## config.mk

```make
export PLATFORM = sky130hd
export DESIGN_NAME = biss_poll_scheduler
export DESIGN_NICKNAME = d
export VERILOG_FILES = /design/src/rtl/biss_poll_scheduler.sv
export SDC_FILE = /design/constraint.sdc
export NUM_CORES = 1
export LEC_CHECK = 0
export CAP_MARGIN = 40
export CORE_ASPECT_RATIO = 1.25
export CORE_MARGIN = 2
export CORE_UTILIZATION = 34
export CTS_CLUSTER_SIZE = 16
export DETAILED_ROUTE_END_ITERATION = 8
export DONT_BUFFER_PORTS = 1
export GPL_ROUTABILITY_DRIVEN = 0
export PLACE_DENSITY = 0.52
export SYNTH_ARGS = -nofsm -noshare
export SYNTH_HDL_FRONTEND = slang
export SYNTH_SLANG_ARGS = --single-unit
```

## constraint.sdc

```tcl
create_clock -name clk -period 2.4 [get_ports clk]
set_input_delay 0.24 -clock clk [delete_from_list [all_inputs] [get_ports clk]]
set_output_delay 0.24 -clock clk [all_outputs]
set_load 0.1 [all_outputs]
```

## src/rtl/biss_poll_scheduler.sv

```systemverilog
// biss_poll_scheduler
// Shares one BiSS-C position reader between NUM_CH encoder channels. Every
// PERIOD clocks a round starts: each channel enabled in ch_mask gets one
// reader transaction (with timeout), an optional CRC6 check, and a published
// result tagged with its channel index.
//
// Optional feature macro: BISS_CRC_CHECK_EN. When it is defined, CHECK runs a
// bit-serial CRC6 (x^6+x+1, seed 0) over {position, err, warn}. When it is
// undefined, CHECK takes one clock and crc_fail is always 0.
//
// Ports:
//   clk, reset (async, active-high)
//   enable, ch_mask, fault_clr       : control from the motion side
//   rd_start, rd_sel                 : reader start pulse / channel select
//   rd_done, rd_position, rd_err,
//   rd_warn, rd_crc                  : reader result
//   out_valid, out_ch, out_position,
//   out_status {timeout,crc_fail,warn,err}
//   round_done, overrun, ch_fault    : round/health reporting
module biss_poll_scheduler #(
  parameter int NUM_CH  = 4,
  parameter int CH_W    = 2,
  parameter int PERIOD  = 5000,
  parameter int TIMEOUT = 4000
) (
  input  logic              clk,
  input  logic              reset,
  input  logic              enable,
  input  logic [NUM_CH-1:0] ch_mask,
  input  logic              fault_clr,
  output logic              rd_start,
  output logic [CH_W-1:0]   rd_sel,
  input  logic              rd_done,
  input  logic [31:0]       rd_position,
  input  logic              rd_err,
  input  logic              rd_warn,
  input  logic [5:0]        rd_crc,
  output logic              out_valid,
  output logic [CH_W-1:0]   out_ch,
  output logic [31:0]       out_position,
  output logic [3:0]        out_status,
  output logic              round_done,
  output logic              overrun,
  output logic [NUM_CH-1:0] ch_fault
);

  localparam int PW = (PERIOD > 2) ? $clog2(PERIOD) : 1;
  localparam int TW = ($clog2(TIMEOUT) > 6) ? $clog2(TIMEOUT) : 6;

  typedef enum logic [2:0] {
    S_IDLE, S_WAIT_TICK, S_START, S_WAIT_DONE, S_CHECK, S_PUBLISH, S_NEXT
  } state_t;

  // Lowest set bit of m at or above position start; MSB of result = found.
  function automatic logic [CH_W:0] find_from(input logic [NUM_CH-1:0] m,
                                              input logic [CH_W:0]   start);
    logic [CH_W:0] r;
    r = '0;
    for (int i = NUM_CH - 1; i >= 0; i--) begin
      if (m[i] && (i >= int'(start))) r = {1'b1, CH_W'(i)};
    end
    return r;
  endfunction

  state_t            state_q, state_d;
  logic [PW-1:0]     cnt_q;
  logic [NUM_CH-1:0] mask_q, mask_d;
  logic [CH_W-1:0]   idx_q, idx_d;
  logic [TW-1:0]     to_cnt_q, to_cnt_d;
  logic              rd_start_q, rd_start_d;
  logic              out_valid_q, out_valid_d;
  logic [CH_W-1:0]   out_ch_q, out_ch_d;
  logic [31:0]       out_pos_q, out_pos_d;
  logic [3:0]        out_status_q, out_status_d;
  logic              round_done_q, round_done_d;
  logic              overrun_q, overrun_d;
  logic [NUM_CH-1:0] ch_fault_q, ch_fault_d;
  logic [31:0]       pos_q;
  logic              err_q, warn_q;
  logic              tick;
  logic [CH_W:0]     low, nxt;
  logic              pub_en, pub_to, pub_fail;
  logic              capture;

`ifdef BISS_CRC_CHECK_EN
  logic [5:0]  crc_q, lfsr_q;
  logic [33:0] sh_q;

  function automatic logic [5:0] crc6_step(input logic [5:0] c, input logic b);
    logic fb;
    fb = b ^ c[5];
    return {c[4:0], 1'b0} ^ {4'b0000, fb, fb};
  endfunction
`else
  logic unused_crc;
  assign unused_crc = ^rd_crc;
`endif

  assign tick    = enable && (cnt_q == PW'(PERIOD - 1));
  assign low     = find_from(ch_mask, '0);
  assign nxt     = find_from(mask_q, {1'b0, idx_q} + (CH_W + 1)'(1));
  assign capture = (state_q == S_WAIT_DONE) && rd_done;

  // Round timebase: held at 0 while disabled, free-running otherwise.
  always_ff @(posedge clk or posedge reset) begin
    if (reset)                          cnt_q <= '0;
    else if (!enable)                   cnt_q <= '0;
    else if (cnt_q == PW'(PERIOD - 1))  cnt_q <= '0;
    else                                cnt_q <= cnt_q + PW'(1);
  end

  always_comb begin
    state_d      = state_q;
    mask_d       = mask_q;
    idx_d        = idx_q;
    to_cnt_d     = to_cnt_q;
    rd_start_d   = 1'b0;
    out_valid_d  = 1'b0;
    out_ch_d     = out_ch_q;
    out_pos_d    = out_pos_q;
    out_status_d = out_status_q;
    round_done_d = 1'b0;
    overrun_d    = 1'b0;
    ch_fault_d   = fault_clr ? '0 : ch_fault_q;
    pub_en       = 1'b0;
    pub_to       = 1'b0;
    pub_fail     = 1'b0;

    // A tick that lands mid-round is dropped and flagged.
    if (tick && (state_q != S_IDLE) && (state_q != S_WAIT_TICK)) overrun_d = 1'b1;

    case (state_q)
      S_IDLE: if (enable) state_d = S_WAIT_TICK;
      S_WAIT_TICK: begin
        if (!enable) begin
          state_d = S_IDLE;
        end else if (tick) begin
          mask_d = ch_mask;
          idx_d  = low[CH_W-1:0];
          if (!low[CH_W]) begin
            round_done_d = 1'b1;
          end else begin
            state_d    = S_START;
            rd_start_d = 1'b1;
          end
        end
      end
      S_START: begin
        to_cnt_d = '0;
        state_d  = S_WAIT_DONE;
      end
      S_WAIT_DONE: begin
        // rd_done takes priority over an expiring timeout.
        if (rd_done) begin
          to_cnt_d = '0;
          state_d  = S_CHECK;
        end else if (to_cnt_q == TW'(TIMEOUT - 1)) begin
          pub_en = 1'b1;
          pub_to = 1'b1;
        end else begin
          to_cnt_d = to_cnt_q + TW'(1);
        end
      end
      S_CHECK: begin
`ifdef BISS_CRC_CHECK_EN
        // 34 shift clocks, then one compare clock against the inverted CRC.
        if (to_cnt_q == TW'(34)) begin
          pub_en   = 1'b1;
          pub_fail = (lfsr_q != ~crc_q);
        end else begin
          to_cnt_d = to_cnt_q + TW'(1);
        end
`else
        pub_en = 1'b1;
`endif
      end
      S_PUBLISH: begin
        state_d = S_NEXT;
        if (!nxt[CH_W]) round_done_d = 1'b1;
      end
      S_NEXT: begin
        if (nxt[CH_W]) begin
          idx_d      = nxt[CH_W-1:0];
          state_d    = S_START;
          rd_start_d = 1'b1;
        end else begin
          state_d = enable ? S_WAIT_TICK : S_IDLE;
        end
      end
      default: state_d = S_IDLE;
    endcase

    // Result registers load on entry to PUBLISH so they are visible during it.
    if (pub_en) begin
      state_d      = S_PUBLISH;
      out_valid_d  = 1'b1;
      out_ch_d     = idx_q;
      out_pos_d    = pub_to ? 32'd0 : pos_q;
      out_status_d = {pub_to, pub_fail, warn_q & ~pub_to, err_q & ~pub_to};
      if (pub_to || pub_fail) ch_fault_d[idx_q] = 1'b1;
    end
  end

  always_ff @(posedge clk or posedge reset) begin
    if (reset) begin
      state_q      <= S_IDLE;
      mask_q       <= '0;
      idx_q        <= '0;
      to_cnt_q     <= '0;
      rd_start_q   <= 1'b0;
      out_valid_q  <= 1'b0;
      out_ch_q     <= '0;
      out_pos_q    <= '0;
      out_status_q <= '0;
      round_done_q <= 1'b0;
      overrun_q    <= 1'b0;
      ch_fault_q   <= '0;
    end else begin
      state_q      <= state_d;
      mask_q       <= mask_d;
      idx_q        <= idx_d;
      to_cnt_q     <= to_cnt_d;
      rd_start_q   <= rd_start_d;
      out_valid_q  <= out_valid_d;
      out_ch_q     <= out_ch_d;
      out_pos_q    <= out_pos_d;
      out_status_q <= out_status_d;
      round_done_q <= round_done_d;
      overrun_q    <= overrun_d;
      ch_fault_q   <= ch_fault_d;
    end
  end

  // Reader result capture; data path carries no reset.
  always_ff @(posedge clk) begin
    if (capture) begin
      pos_q  <= rd_position;
      err_q  <= rd_err;
      warn_q <= rd_warn;
    end
  end

`ifdef BISS_CRC_CHECK_EN
  always_ff @(posedge clk) begin
    if (capture) begin
      crc_q  <= rd_crc;
      sh_q   <= {rd_position, rd_err, rd_warn};
      lfsr_q <= '0;
    end else if ((state_q == S_CHECK) && (to_cnt_q < TW'(34))) begin
      sh_q   <= {sh_q[32:0], 1'b0};
      lfsr_q <= crc6_step(lfsr_q, sh_q[33]);
    end
  end
`endif

  assign rd_start     = rd_start_q;
  assign rd_sel       = idx_q;
  assign out_valid    = out_valid_q;
  assign out_ch       = out_ch_q;
  assign out_position = out_pos_q;
  assign out_status   = out_status_q;
  assign round_done   = round_done_q;
  assign overrun      = overrun_q;
  assign ch_fault     = ch_fault_q;

endmodule
```

==> flow_summary.ini, run 1 <==
[status]
run_status = completed

[synth]
yosys.area.top_type = dfrtp_1
yosysSeqAreaShare_pct = 64.4
synth_area_sq_um = 4620
postSynthCellCount = 376
yosysWarningCount = 0
syn_avg_cell_area_sq_um = 12.3
synth_area_leaders = dfrtp_1 (42%), edfxtp_1 (22%), mux2i_1 (7.4%), nor2_1 (4.7%), o21ai_0 (1.8%)
synth_top_area_share_pct = 42.3
synth_nets = 427
ys_ff_latch = 112
synth_cell_types = 45

[clock_tree]
htree_num_levels = 3
numCtsBuffers = 9
cts.sink_count = 112
clockBufferDepth = 2
clkLatencyLatePin_ns = 0.35
post_cts_buffers = 0
path_clk_slew_ns = 0.07
cts_root_buf = clkbuf_16
cts_tree = built

[sta]
fin_tns_setup_ns = 0
tightest_slew_ns = 0.910
finalSetupViolations = 0
finalHoldViolations = 0
whs_ns = 0.0259
maxSlewViolCount = 0
finClkSkew_ns = 0.00697
finalCriticalPeriod_ns = 2.04
slew_headroom_pct = 39.3
fin_crit_sh_pct = 85.1
rsz0062_at_grt = no
max_freq_mhz = 490

[setup_path]
slowest_stage = nor4_4
crit_path_end_kind = flip-flop
critPathMaxFanout = 9
required_ns = 2.64
path_cells = ha_1 > and4_1 > nand3_2 > nor4_4 > mux2_2
worstSetupPathType = flip-flop to flip-flop
crit_path_start_kind = flip-flop
crit_path_max_incr_delay_ns = 0.47
arrival_ns = 2.28

[cells_and_area]
areaGrowthSynthToFinish_pct = 27.5
diodes = 0
drive_gt1_share_pct = 17.0
seq_area_sq_um = 2970
nNetsFinal = 506
multi_input_area_sq_um = 1530
nFillCells = 1248

[placed_design]
port-buffer-count = 0
dp_hpwl_microns = 6100

[die]
pin_count = 97
die_h_microns = 134
start_util_pct = 34.9
core_area_sq_um = 13200
die_w_microns = 108
rows = 47
dieArea_sq_um = 14500

[global_routing]
grt_pass1_wl_microns = 15700
busiest_layer = met2
grt_usage_pct = 14.0
antenna_found_initial = 0
use_met1_pct = 16.6
grt_max_degree = 79
grt-ovfl-total = 0
grt_pass1_vias = 3163
use_met2_pct = 22.7
use_met3_pct = 4.23

[route]
routedWlPerCell_microns = 14.8
wl_microns = 9340
via_per_inst = 4.82
remaining_drc_errors = 0
first_pass_iters = 4
drt-initial-drc-count = 123
detail-route-antenna-nets = 0
vias = 3040

[job]
drv_cap = 0

[worst_hold_path]
min_path_type = primary input to flip-flop

[pwr]
powerDensity_nw_per_um2 = 1370
p_leak_nw = 2.37
ir_drop_mv = 0.783
cell usage in the layout (no fill, tap or decap), types with 3 or more instances in the layout:
cell and instances:
and3_1 5, nor3_1 5, mux2i_1 34, buf_16 3, nor2b_1 4, nor3b_1 5, a21oi_1 10, nor4_1 3
o21ai_0 17, dfrtp_1 78, xnor2_1 4, nand2b_1 7, a32o_1 4, buf_4 42, mux2_2 5, buf_12 3
o22ai_1 3, nand3_1 14, clkbuf_16 9, xor2_1 8, inv_1 9, dlygate4sd3_1 36, nor2_1 57, nand4_1 5
edfxtp_1 34, nand2_1 19
report_power, final:
part / internal, W / switching, W
Clock: 0.000915 / 0.000684
Combinational: 0.000841 / 0.00300
Sequential: 0.00240 / 0.000237
Total: 0.00415 / 0.00392
flip-flops by register name (all words and copies together) (netlist names):
name and flops:
to_cnt_q 12, out_valid 1, out_status 3, rd_sel 2, out_position 32, rd_start 1
ch_fault 4, warn_q 1, cnt_q 13, err_q 1, state_q 3, mask_q 3
pos_q 32, round_done 1, out_ch 2, overrun 1
critical path: cells and delay by family, from the launching register on:
family / cells / cell delay, ns
and+or+nand+nor: 3 / 0.84
adders and majority gates: 1 / 0.27
DFF: 1 / 0.41
muxes: 1 / 0.41
layout make-up:
type | instances | share of cell area (%)
tap | 171 | 3.63
sequential | 112 | 50.5
clock inverter | 7 | 1.57
multi-input combinational | 238 | 26.0
clock buffer | 9 | 3.82
timing repair buffer | 84 | 13.9
inverter | 10 | 0.658
synth_stat cells, drive strengths merged:
cell type	count
nand4	5
a21oi	10
buf	11
nor2	58
nor4	4
clkbuf	5
and3	7
xnor2	4
and2	2
or2	2
a311o	1
a21boi	1
o21ai	17
inv	10
and4	2
ha	2
nand2b	7
o22ai	3
dfrtp	78
nor2b	4
o22a	1
a32o	4
o31a	1
xor2	8
edfxtp	34
mux2i	34
o31ai	2
a31oi	2
o21bai	1
nand2	19
mux2	5
nor3b	5
nor4b	2
nand3b	1
conb	1
nor3	6
a211oi	2
nand3	15
layer usage:
layer  wire (microns)  part of all wire, %
met4              213                  2.3
met1             3980                   43
met5                0                    0
met2             4580                   49
met3              569                  6.1
per-stage QoR:
stage	utilization (%)	total power, W	cell area (sq um)	setup slack, ns	instances
final	44.5	0.00808	5890	0.358	631
after global routing	44.5	0.00843	5890	0.226	631
after CTS	44.5	0.00818	5890	0.350	631
after detailed placement	39.4	0.00650	5210	0.373	579
after global placement	38.8	0.00639	5130	0.411	576
after floorplan	-	0.00566	4620	0.165	376
timing repair:
item                                   CTS  global route
endpoints found under the hold margin  113             0
resized for setup                        0             0
hold buffers                            36             0
logic make-up after synthesis:
family | count (synthesis) | synth area share [%]
buffers and inverters | 26 | 2.71
and+or+nand+nor | 139 | 15.4
other | 1 | 0.0812
muxes | 39 | 8.59
adders and majority gates | 2 | 0.542
DFF | 112 | 64.4
xor gates and xnor gates | 12 | 2.28
AOI/OAI and AO/OA | 45 | 6.04
path summary, 6_finish.rpt:
check	startpoint	depth (start not counted)	endpoint	slack, ns
worst max-delay path	cnt_q[0]$_DFF_PP0_	5	mask_q[2]$_DFFE_PP0P_	0.36
max in group asynchronous	reset	3	out_valid$_DFF_PP0_	1.62
worst min-delay path	enable	2	overrun$_DFF_PP0_	0.03
worst min register to register	pos_q[29]$_DFFE_PP_	2	out_position[29]$_DFFE_PP0P_	0.49
worst max register to register	cnt_q[0]$_DFF_PP0_	5	mask_q[2]$_DFFE_PP0P_	0.36
min in group asynchronous	reset	3	rd_start$_DFF_PP0_	0.43
(Power assumes the default switching activity.)
==> inputs of run 2 (changes only) <==
GPL_ROUTABILITY_DRIVEN = default   (was 0)
==> results of run 2 <==
Final layout, timing and power as in run 1 (identical DEF).
